`src/rtl/gecko_load_response_pkg.sv`:
```
// Shared types for the load-response path.
// Contents: register/status types, the load op encoding, the command and
// result payload structs, and the load alignment helper.
package gecko_load_response_pkg;

    localparam int unsigned XLEN         = 32;
    localparam int unsigned REG_ADDR_W   = 5;
    localparam int unsigned REG_STATUS_W = 3;

    typedef logic [REG_ADDR_W-1:0]   rv32_reg_addr_t;
    typedef logic [REG_STATUS_W-1:0] gecko_reg_status_t;

    // funct3 encodings of the RV32I loads
    typedef enum logic [2:0] {
        GECKO_LOAD_LB  = 3'b000,
        GECKO_LOAD_LH  = 3'b001,
        GECKO_LOAD_LW  = 3'b010,
        GECKO_LOAD_LBU = 3'b100,
        GECKO_LOAD_LHU = 3'b101
    } gecko_load_op_t;

    // Metadata captured when the memory read is issued
    typedef struct packed {
        rv32_reg_addr_t    addr;
        gecko_reg_status_t reg_status;
        gecko_load_op_t    op;
        logic [1:0]        offset;
    } gecko_load_command_t;

    // Register result handed to writeback
    typedef struct packed {
        logic [XLEN-1:0]   value;
        rv32_reg_addr_t    addr;
        gecko_reg_status_t reg_status;
        logic              speculative;
    } gecko_operation_t;

    // Select and extend the addressed byte/half of a word; unknown ops act as LW
    function automatic logic [XLEN-1:0] gecko_align_load(
        input gecko_load_op_t  op,
        input logic [1:0]      offset,
        input logic [XLEN-1:0] data
    );
        logic [7:0]      w_byte;
        logic [15:0]     w_half;
        logic [XLEN-1:0] w_result;
        w_byte = 8'(data >> {offset, 3'b000});
        w_half = offset[1] ? data[31:16] : data[15:0];
        case (op)
            GECKO_LOAD_LB:  w_result = {{24{w_byte[7]}}, w_byte};
            GECKO_LOAD_LBU: w_result = {24'h0, w_byte};
            GECKO_LOAD_LH:  w_result = {{16{w_half[15]}}, w_half};
            GECKO_LOAD_LHU: w_result = {16'h0, w_half};
            default:        w_result = data;
        endcase
        return w_result;
    endfunction

endpackage

```
`src/rtl/gecko_load_response_if.sv`:
```
// Valid/ready stream carrying a payload of type T.
// master drives valid/payload and samples ready; slave the reverse.
interface gecko_load_response_if #(
    parameter type T = logic
);
    logic valid;
    logic ready;
    T     payload;

    modport master (output valid, output payload, input ready);
    modport slave  (input valid, input payload, output ready);
endinterface

```
`src/rtl/gecko_load_metadata_fifo.sv`:
```
// DEPTH-entry synchronous FIFO holding outstanding-load metadata.
// Ports: clk, rst (sync, active-high); i_push/i_wdata write side;
// i_pop/o_rdata_c read side (head visible combinationally);
// o_full_c/o_empty_c flags decoded from the count register; o_count.
module gecko_load_metadata_fifo #(
    parameter int unsigned DEPTH = 4,
    parameter int unsigned WIDTH = 8
) (
    input  logic                       clk,
    input  logic                       rst,
    input  logic                       i_push,
    input  logic [WIDTH-1:0]           i_wdata,
    input  logic                       i_pop,
    output logic [WIDTH-1:0]           o_rdata_c,
    output logic                       o_full_c,
    output logic                       o_empty_c,
    output logic [$clog2(DEPTH+1)-1:0] o_count
);
    localparam int unsigned PTR_W = $clog2(DEPTH);
    localparam int unsigned CNT_W = $clog2(DEPTH+1);

    logic [WIDTH-1:0] r_mem [DEPTH];
    logic [PTR_W-1:0] r_wr_ptr;
    logic [PTR_W-1:0] r_rd_ptr;
    logic [CNT_W-1:0] r_count;
    logic             w_push;
    logic             w_pop;

    assign o_full_c  = (r_count == CNT_W'(DEPTH));
    assign o_empty_c = (r_count == '0);
    assign o_rdata_c = r_mem[r_rd_ptr];
    assign o_count   = r_count;

    // Guard against overflow/underflow regardless of the caller
    assign w_push = i_push && !o_full_c;
    assign w_pop  = i_pop && !o_empty_c;

    // Entry storage; contents need no reset since the count gates reads
    always_ff @(posedge clk) begin
        if (w_push) begin
            r_mem[r_wr_ptr] <= i_wdata;
        end
    end

    // Pointers wrap naturally because DEPTH is a power of two
    always_ff @(posedge clk) begin
        if (rst) begin
            r_wr_ptr <= '0;
            r_rd_ptr <= '0;
            r_count  <= '0;
        end else begin
            if (w_push) begin
                r_wr_ptr <= r_wr_ptr + PTR_W'(1);
            end
            if (w_pop) begin
                r_rd_ptr <= r_rd_ptr + PTR_W'(1);
            end
            case ({w_push, w_pop})
                2'b10:   r_count <= r_count + CNT_W'(1);
                2'b01:   r_count <= r_count - CNT_W'(1);
                default: r_count <= r_count;
            endcase
        end
    end

endmodule

```
`src/rtl/gecko_load_response.sv`:
```
// Pairs in-order memory read data with queued load metadata and produces an
// aligned, extended register result for writeback.
// Ports: clk, rst (sync, active-high); i_load_command (metadata in);
// i_mem_response (32-bit read data in); o_load_result (gecko_operation_t out,
// registered); o_outstanding_count (queued entries).
module gecko_load_response
    import gecko_load_response_pkg::*;
#(
    parameter int unsigned DEPTH = 4
) (
    input  logic                       clk,
    input  logic                       rst,
    gecko_load_response_if.slave       i_load_command,
    gecko_load_response_if.slave       i_mem_response,
    gecko_load_response_if.master      o_load_result,
    output logic [$clog2(DEPTH+1)-1:0] o_outstanding_count
);
    localparam int unsigned CMD_W = $bits(gecko_load_command_t);

    logic                w_push;
    logic                w_pop;
    logic                w_full;
    logic                w_empty;
    logic                w_resp_ready;
    logic [CMD_W-1:0]    w_head_bits;
    gecko_load_command_t w_head;
    gecko_operation_t    w_next_payload;
    logic                r_valid;
    gecko_operation_t    r_payload;

    // Command ready depends only on the count register, never on this cycle's pop
    assign i_load_command.ready = !w_full;
    assign w_push               = i_load_command.valid && !w_full;

    // A response needs a queued entry and room in the output stage
    assign w_resp_ready         = !w_empty && (!r_valid || o_load_result.ready);
    assign i_mem_response.ready = w_resp_ready;
    assign w_pop                = i_mem_response.valid && w_resp_ready;

    gecko_load_metadata_fifo #(
        .DEPTH (DEPTH),
        .WIDTH (CMD_W)
    ) u_metadata_fifo (
        .clk       (clk),
        .rst       (rst),
        .i_push    (w_push),
        .i_wdata   (i_load_command.payload),
        .i_pop     (w_pop),
        .o_rdata_c (w_head_bits),
        .o_full_c  (w_full),
        .o_empty_c (w_empty),
        .o_count   (o_outstanding_count)
    );

    assign w_head = gecko_load_command_t'(w_head_bits);

    // Result built from the head entry and the arriving data
    always_comb begin
        w_next_payload            = '0;
        w_next_payload.value      = gecko_align_load(w_head.op, w_head.offset,
                                                     i_mem_response.payload);
        w_next_payload.addr       = w_head.addr;
        w_next_payload.reg_status = w_head.reg_status;
    end

    // Single output register; holds until accepted
    always_ff @(posedge clk) begin
        if (rst) begin
            r_valid   <= 1'b0;
            r_payload <= '0;
        end else if (w_pop) begin
            r_valid   <= 1'b1;
            r_payload <= w_next_payload;
        end else if (o_load_result.ready) begin
            r_valid   <= 1'b0;
        end
    end

    assign o_load_result.valid   = r_valid;
    assign o_load_result.payload = r_payload;

endmodule

```
`src/flat_wrapper.sv`:
```
// flat-port wrapper written by rule: the top's interface ports become plain ports
module gecko_load_response_flat import gecko_load_response_pkg::*;
#(
    parameter int unsigned DEPTH = 4
)
  (clk, rst, o_outstanding_count, i_load_command_valid, i_load_command_payload, i_load_command_ready, i_mem_response_valid, i_mem_response_payload, i_mem_response_ready, o_load_result_valid, o_load_result_payload, o_load_result_ready);
  gecko_load_response_if #(.T(gecko_load_command_t)) i_load_command_i ();
  gecko_load_response_if #(.T(logic [31:0])) i_mem_response_i ();
  gecko_load_response_if #(.T(gecko_operation_t)) o_load_result_i ();
  input  logic clk;
  input  logic rst;
  output logic [$clog2(DEPTH+1)-1:0] o_outstanding_count;
  input wire logic [$bits(i_load_command_i.valid)-1:0] i_load_command_valid;
  input wire logic [$bits(i_load_command_i.payload)-1:0] i_load_command_payload;
  output wire logic [$bits(i_load_command_i.ready)-1:0] i_load_command_ready;
  input wire logic [$bits(i_mem_response_i.valid)-1:0] i_mem_response_valid;
  input wire logic [$bits(i_mem_response_i.payload)-1:0] i_mem_response_payload;
  output wire logic [$bits(i_mem_response_i.ready)-1:0] i_mem_response_ready;
  output wire logic [$bits(o_load_result_i.valid)-1:0] o_load_result_valid;
  output wire logic [$bits(o_load_result_i.payload)-1:0] o_load_result_payload;
  input wire logic [$bits(o_load_result_i.ready)-1:0] o_load_result_ready;
  assign i_load_command_i.valid = i_load_command_valid;
  assign i_load_command_i.payload = i_load_command_payload;
  assign i_load_command_ready = i_load_command_i.ready;
  assign i_mem_response_i.valid = i_mem_response_valid;
  assign i_mem_response_i.payload = i_mem_response_payload;
  assign i_mem_response_ready = i_mem_response_i.ready;
  assign o_load_result_valid = o_load_result_i.valid;
  assign o_load_result_payload = o_load_result_i.payload;
  assign o_load_result_i.ready = o_load_result_ready;
  gecko_load_response #(.DEPTH(DEPTH)) u_core (.clk(clk), .rst(rst), .i_load_command(i_load_command_i), .i_mem_response(i_mem_response_i), .o_load_result(o_load_result_i), .o_outstanding_count(o_outstanding_count));
endmodule
```
`config.mk`:
```
export PLATFORM = sky130hd
export DESIGN_NAME = gecko_load_response_flat
export DESIGN_NICKNAME = d
export VERILOG_FILES = /design/src/rtl/gecko_load_response_pkg.sv /design/src/rtl/gecko_load_response_if.sv /design/src/rtl/gecko_load_metadata_fifo.sv /design/src/rtl/gecko_load_response.sv /design/src/flat_wrapper.sv
export SDC_FILE = /design/constraint.sdc
export NUM_CORES = 1
export LEC_CHECK = 0
export CAP_MARGIN = 40
export CORE_ASPECT_RATIO = 0.9
export CORE_UTILIZATION = 45
export CTS_CLUSTER_DIAMETER = 30
export DETAILED_ROUTE_END_ITERATION = 12
export GPL_TIMING_DRIVEN = 0
export HOLD_SLACK_MARGIN = 0.05
export PLACE_DENSITY = 0.78
export SETUP_SLACK_MARGIN = 0.1
export SYNTH_ARGS = -nofsm -noshare
export SYNTH_HDL_FRONTEND = slang
export SYNTH_HIERARCHICAL = 1
export SYNTH_SLANG_ARGS = --single-unit
```
`constraint.sdc`:
```
create_clock -name clk -period 3.1 [get_ports clk]
set_clock_uncertainty 0.15 [all_clocks]
set_input_delay 0.62 -clock clk [delete_from_list [all_inputs] [get_ports clk]]
set_output_delay 0.62 -clock clk [all_outputs]
set_load 0.01 [all_outputs]
```
# Word level (Yosys, flattened, before mapping)
# Memory sizes are Yosys's and may differ from the RTL's. A register that Yosys moved wholly into a read port is not among the register bits.
# Cells that the tools add are included.
op_classes:
  n_div: 0
  n_reduce_logical: 13
  mux: 9
  order_cmp: 0
  eq_ne: 6
  mul: 0
  add_sub_neg: 4
  shift: 1
  n_bitwise: 0
op_table:
  columns: ["cell", "n"]
  rows:
  - ["32-bit one-hot mux with 4 select lines", 1]
  - ["32-bit by 5-bit >> shifter with 8-bit output", 1]
  - ["16-bit two-way mux", 1]
  - ["3-bit == test, second input constant", 3]
  - ["3-bit zero test", 2]
  - ["3-bit one-hot mux with 2 select lines", 1]
  - ["1-bit logical AND", 5]
  - ["2-bit by 1-bit adder with 2-bit output, second input constant", 2]
  - ["1-bit two-way mux", 4]
  - ["2-bit two-way mux", 2]
  - ["2-bit nonzero test", 2]
  - ["3-bit by 1-bit adder with 3-bit output, second input constant", 1]
  - ["3-bit by 1-bit == test with 1-bit output, second input constant", 1]
  - ["1-bit zero test", 3]
  - ["3-bit by 1-bit subtractor with 3-bit output, second input constant", 1]
  - ["2-bit by 1-bit == test with 1-bit output, second input constant", 1]
  - ["2-bit == test, second input constant", 1]
  - ["1-bit logical OR", 1]
word_totals:
  ramBits: 52
  output_inout_bits: 47
  ff_bits: 48
  mem_count: 1
  elab_cells: 41
  latch_bits: 0
  romBits: 0
memory_table:
  columns: ["name", "depth", "word_bits", "rd", "rd_ports_with_merged_regs", "write_ports", "line_no", "source"]
  rows:
  - ["u_core.u_metadata_fifo.r_mem", 4, 13, 1, 1, 1, "gecko_load_metadata_fifo.sv:22", "logic [WIDTH-1:0] r_mem [DEPTH];"]

# Longest topological paths before layout
logic_depth:
  depth_word: 7
  mapped_depth: 14

# Hierarchy
# Netlist, hierarchy kept.
modules_own_cells:
  columns: ["mod", "area_per_inst_um2", "seq_area_each_um2", "cells_each", "n_inst"]
  rows:
  - ["gecko_load_metadata_fifo", 2354.8, 1741.7, 121, 1]
  - ["gecko_load_response", 2037.0, 820.8, 249, 1]

# Worst setup path before layout
# No wires, ideal clock.
synth_timing:
  path_type: "in2reg"
  from: "input o_load_result_ready"
  to: "register u_core.u_metadata_fifo.r_count[2] (netlist: u_core/u_metadata_fifo/o_count[2])"
  path_slack_ps: 117
  cell_stages: 13
  path_buffers: 2
  setup_time_ps: 70
  arrival_ps: 2763
  required_ps: 2880
  path_cell_list: "nand2b_1 > nand3_1 > inv_2 > clkbuf_1 > buf_2 > o31ai_1 > inv_1 > ha_1 > inv_1 > fa_1 > xor2_1 > or3_1 > a21oi_1"
synth_between:
  elab_chain_len: 6
  elab_cells_between_ends: 8
  classes_between: "eq/ne: 2; mux: 1; reduce/logical: 5"
synth_rtl:
  columns: ["item", "line_no", "source"]
  rows:
  - ["start, declared", "flat_wrapper.sv:21", "input wire logic [$bits(o_load_result_i.ready)-1:0] o_load_result_ready;"]
  - ["1-bit logical OR (*)", "gecko_load_response.sv:36", "assign w_resp_ready = !w_empty && (!r_valid || o_load_result.ready);"]
  - ["1-bit logical AND (*)", "gecko_load_response.sv:36", null]
  - ["1-bit logical AND (*)", "gecko_load_response.sv:38", "assign w_pop = i_mem_response.valid && w_resp_ready;"]
  - ["named net u_core.w_pop", "gecko_load_response.sv:21", "logic w_pop;"]
  - ["1-bit logical AND (*)", "gecko_load_metadata_fifo.sv:36", "assign w_pop = i_pop && !o_empty_c;"]
  - ["named net u_core.u_metadata_fifo.w_pop", "gecko_load_metadata_fifo.sv:27", "logic w_pop;"]
  - ["2-bit by 1-bit == test with 1-bit output or 2-bit == test (tied branches)", "gecko_load_metadata_fifo.sv:58", "case ({w_push, w_pop})"]
  - ["3-bit one-hot mux with 2 select lines or 2-bit nonzero test (tied branches)", null, null]
  - ["end signal, assigned", "gecko_load_metadata_fifo.sv:59", "2'b10: r_count <= r_count + CNT_W'(1);"]
  - ["end signal, assigned", "gecko_load_metadata_fifo.sv:60", "2'b01: r_count <= r_count - CNT_W'(1);"]
  - ["end signal, assigned", "gecko_load_metadata_fifo.sv:61", "default: r_count <= r_count;"]
  - ["end, declared", "gecko_load_metadata_fifo.sv:25", "logic [CNT_W-1:0] r_count;"]
# The timed path passes the listed nets; every way through them passes the cells marked *.
# A chain may end at the register's enable or synchronous reset.

# Final worst setup path
# Same ends and word-level chain as after synthesis.

==> qor.txt <==
GLOBAL ROUTING
--------------------------------------------------------------------------------------------------------
Initial antenna violation count ...........................................................            0
GRT Resource Usage Total ..................................................................       20.51%
Pin count of the biggest net entering global routing ......................................           19
Total congestion overflow .................................................................            0
First-pass GRT wire length ................................................................     15.82 mm
Number of global-route vias before repair .................................................         3168

FINAL LAYOUT
--------------------------------------------------------------------------------------------------------
Area growth from synthesis to layout ......................................................       29.72%
Layout Nets ...............................................................................          531
Final instance area .......................................................................     5697 um2
Fill cell count ...........................................................................          747
Fraction of final layout cells sized beyond drive strength 1 ..............................       10.42%
Non-filler instance count after layout ....................................................          602
# diodes ..................................................................................            0

POWER AND IR DROP
--------------------------------------------------------------------------------------------------------
Leakage power .............................................................................     1.934 nW
Worst IR drop on VDD ......................................................................  0.0003453 V
Total power density per cell area ......................................................... 805.1 nW/um2

YOSYS
--------------------------------------------------------------------------------------------------------
Post-Synthesis Cells ......................................................................          370
Largest cells by area after synthesis ..................................................... edfxtp_1 36%, dfxtp_1 23%, mux4_2 6.7%
Number of enable flip-flop cells after synthesis ..........................................           52
Syn_nets ..................................................................................          426
Average cell area after synthesis .........................................................    11.87 um2
Share of Yosys cell area claimed by the top area cell type ................................       35.56%
Largest area contributor in the netlist ...................................................     edfxtp_1
Yosys synthesis warning count .............................................................            6
Part of the Yosys area used for sequential elements .......................................       58.35%
Share of async-settable or async-resettable flops after synthesis .........................           0%
Post-synth top cells ...................................................................... 52 x edfxtp_1, 50 x dfxtp_1, 40 x nand2_1
Number of library cell types mapped by synthesis ..........................................           50
Synth Cell Area ...........................................................................     4392 um2
Synthesized flop and latch total ..........................................................          102
Leading cell type by number of instances after synthesis ..................................     edfxtp_1
Most used DFF post-synth ..................................................................     edfxtp_1

FLOORPLAN
--------------------------------------------------------------------------------------------------------
Die area ..................................................................................    10160 um2
IO Count ..................................................................................           97
Core footprint ............................................................................     9290 um2
Chip height ...............................................................................     95.72 um
Horizontal die dimension ..................................................................     106.1 um
Total number of placement rows ............................................................           33
Initial standard-cell utilization of the core .............................................       47.27%

STATUS
--------------------------------------------------------------------------------------------------------
Status .................................................................................... finished, final reports clean

TIMING
--------------------------------------------------------------------------------------------------------
Post-layout worst setup margin ............................................................    0.2387 ns
Final number of hold-violating endpoints ..................................................            0
Number of slew-limit violations in the final report .......................................            0
Max Fclk ..................................................................................   0.3495 GHz
Rel. slew slack ...........................................................................       51.36%
Share of the clock period used by the worst path ..........................................       92.30%
Unrepaired setup endpoints after global routing ...........................................        false
Shortest clock period the worst path allows after layout ..................................     2.861 ns
Post-Route Setup TNS ......................................................................         0 ns
Setup violations, final ...................................................................            0
Smallest hold slack .......................................................................    0.3142 ns
Actual slew at the worst max-slew pin .....................................................    0.7296 ns

PLACED DESIGN
--------------------------------------------------------------------------------------------------------
Area of placed instances ..................................................................     5485 um2
Setup Slack @ Placement ...................................................................   -0.8549 ns
Port Buffers ..............................................................................           94
# placed instances ........................................................................          586
Final HPWL DP .............................................................................     7.355 mm
Gp weighted congestion ....................................................................       0.8488

CTS
--------------------------------------------------------------------------------------------------------
H-tree levels .............................................................................            3
TritonCTS clock tree ......................................................................         done
Bufs on Longest Clock Path ................................................................            2
Clock root buffer .........................................................................     clkbuf_8
Post-CTS clock slew at the launch and capture registers of the worst setup and hold paths .      0.10 ns
Number of buffers added by the clock tree synthesis step ..................................            9
TritonCTS Sinks ...........................................................................          102
Count of hold buffers inserted by post-cts repair .........................................            0
Later-pin clock latency in the skew report ................................................      0.36 ns

SETUP PATH
--------------------------------------------------------------------------------------------------------
Slowest stage cell on the critical path ................................................... clkdlybuf4s50_1
Crit path max-delay family ................................................................ buffers and inverters
Count of buffering cells on the critical path with inverters included .....................            5
Crit path kind ............................................................................       in2reg
Critical path peak fanout .................................................................           11
Cell mode on critical path ................................................................        inv_1
Critical path endpoint category ...........................................................     register
Data required, critical path ..............................................................      3.25 ns
Startpoint type of the worst setup path ...................................................    input pin
Largest stage delay on the critical path ..................................................      0.44 ns
Worst path cell trace ..................................................................... clkdlybuf4s50_1 -> nand2b_2 -> nand3_1 -> inv_4 -> buf_6 -> o31ai_1 -> inv_1 -> ha_1 -> inv_1 -> fa_1 -> xor2_1 -> or3_1 -> a21oi_1
Arrival time of the worst setup path ......................................................      3.01 ns

ROUTE
--------------------------------------------------------------------------------------------------------
DR vias/cell ..............................................................................        5.598
Met3 WL ...................................................................................       632 um
Length of routed met2 wiring ..............................................................     4.874 mm
Routed length on met1 .....................................................................     4.393 mm
Number of detailed-routing iterations run before antenna repair ...........................            4
Highest routed layer ......................................................................         met4
Count of routing violations after the opening detailed-route iteration ....................          161
Number of nets with antenna violations after detailed routing .............................            0
Number of design rule violations left after detail routing ................................            0
Final routed wirelength across all metal layers ...........................................     10.07 mm
Routed vias ...............................................................................         3370
Routed wire length per instance ...........................................................     16.73 um

WORST HOLD PATH
--------------------------------------------------------------------------------------------------------
Worst Hold Class ..........................................................................      reg2reg

RUN
--------------------------------------------------------------------------------------------------------
Max-capacitance violation count ...........................................................            0

-- cell type report --
cell class | count | area [um2] | area share [%]
well taps | 122 | 152.6 | 2.680
plain buffers | 24 | 126.4 | 2.218
clock buffers | 10 | 127.6 | 2.240
repair buffers | 95 | 948.4 | 16.65
flip-flops and latches | 102 | 2562 | 44.98
multi-input cells | 231 | 1663 | 29.19
inverters | 12 | 47.55 | 0.8346
clock inverters | 6 | 68.82 | 1.208
-- kinds of logic after synthesis --
group / after synthesis / synth area share [%]
other: 1 / 0.08539
AND/OR/NAND/NOR: 121 / 13.70
AO/OA/AOI/OAI: 81 / 13.13
adder cells (fa/ha/maj): 6 / 1.880
flip-flops: 102 / 58.35
XOR/XNOR: 3 / 0.5984
buffers and inverters: 37 / 3.846
multiplexers: 19 / 8.405
-- routing by layer --
metal	global-route usage (%)	up-vias
met1	27.03	1639
met5	0	-
li1	-	1576
met4	6.944	0
met3	4.130	18
met2	34.15	137
-- stage by stage --
step | total power, mW | utilization, %
floorplan | 2.968 | -
global placement | 3.710 | 59.04
detailed placement | 3.755 | 59.04
CTS | 4.601 | 61.29
global route | 4.846 | 61.32
finish | 4.586 | 61.32
-- flip-flops by register name, indices dropped and copies added (netlist names), named ones only --
name and flops:
u_core/o_load_result.payload 40, u_core/u_metadata_fifo/o_count 3, u_core/o_load_result.valid 1, u_core/u_metadata_fifo/r_rd_ptr 2, u_core/u_metadata_fifo/r_mem 52, u_core/u_metadata_fifo/r_wr_ptr 2
-- layout by cell type, fill, tap and decap left out, drive strengths merged, types with 2 or more instances in the layout --
master         instances
a2111oi                7
clkbuf                20
nor3b                 10
a211oi                22
o22ai                  7
nand2b                10
nor4                   2
or3                    3
nand3b                 4
and2                   6
o31ai                  2
mux4                  14
nor2b                  4
a311o                  4
clkdlybuf4s50         94
nor2                  37
buf                   15
o21ai                  3
a21oi                 27
xor2                   3
o41ai                  2
mux2i                  5
ha                     5
inv                   15
edfxtp                52
dfxtp                 50
nand2                 40
-- worst reg2reg max path: cells and delay by family, from the launching register on --
kind | cells | cell delay (ns)
flops | 1 | 0.48
mux | 2 | 1.07
buf+inv | 2 | 0.44
simple gates | 1 | 0.15
compound gates | 2 | 0.44
-- report_power, final --
part,leakage (nW),internal [mW],switching [mW],total [mW]
Combinational,0.951,0.919,0.966,1.88
Clock,0.0977,0.381,0.456,0.837
Sequential,0.886,1.71,0.159,1.86
-- final timing paths --
path | from | endpoint | slack (ns) | depth (start not counted)
max | o_load_result_ready | u_core/u_metadata_fifo/o_count[2]$_SDFFE_PP0P_ | 0.24 | 13
min | u_core/o_load_result.payload[8]$_SDFFE_PP0P_ | u_core/o_load_result.payload[8]$_SDFFE_PP0P_ | 0.31 | 2
max reg2reg | register | u_core/o_load_result.payload[31]$_SDFFE_PP0P_ | 0.25 | 7
min reg2reg | u_core/o_load_result.payload[8]$_SDFFE_PP0P_ | u_core/o_load_result.payload[8]$_SDFFE_PP0P_ | 0.31 | 2
-- timing repair --
| action | 4_1_cts | 5_1_grt |
|---|---|---|
| gates resized for setup | 3 | 1 |
| setup endpoints to repair | 2 | 1 |
| setup buffers | 1 | 0 |
| hold endpoints to repair | 0 | 0 |
Note: power is estimated with default switching activity, not from simulation.
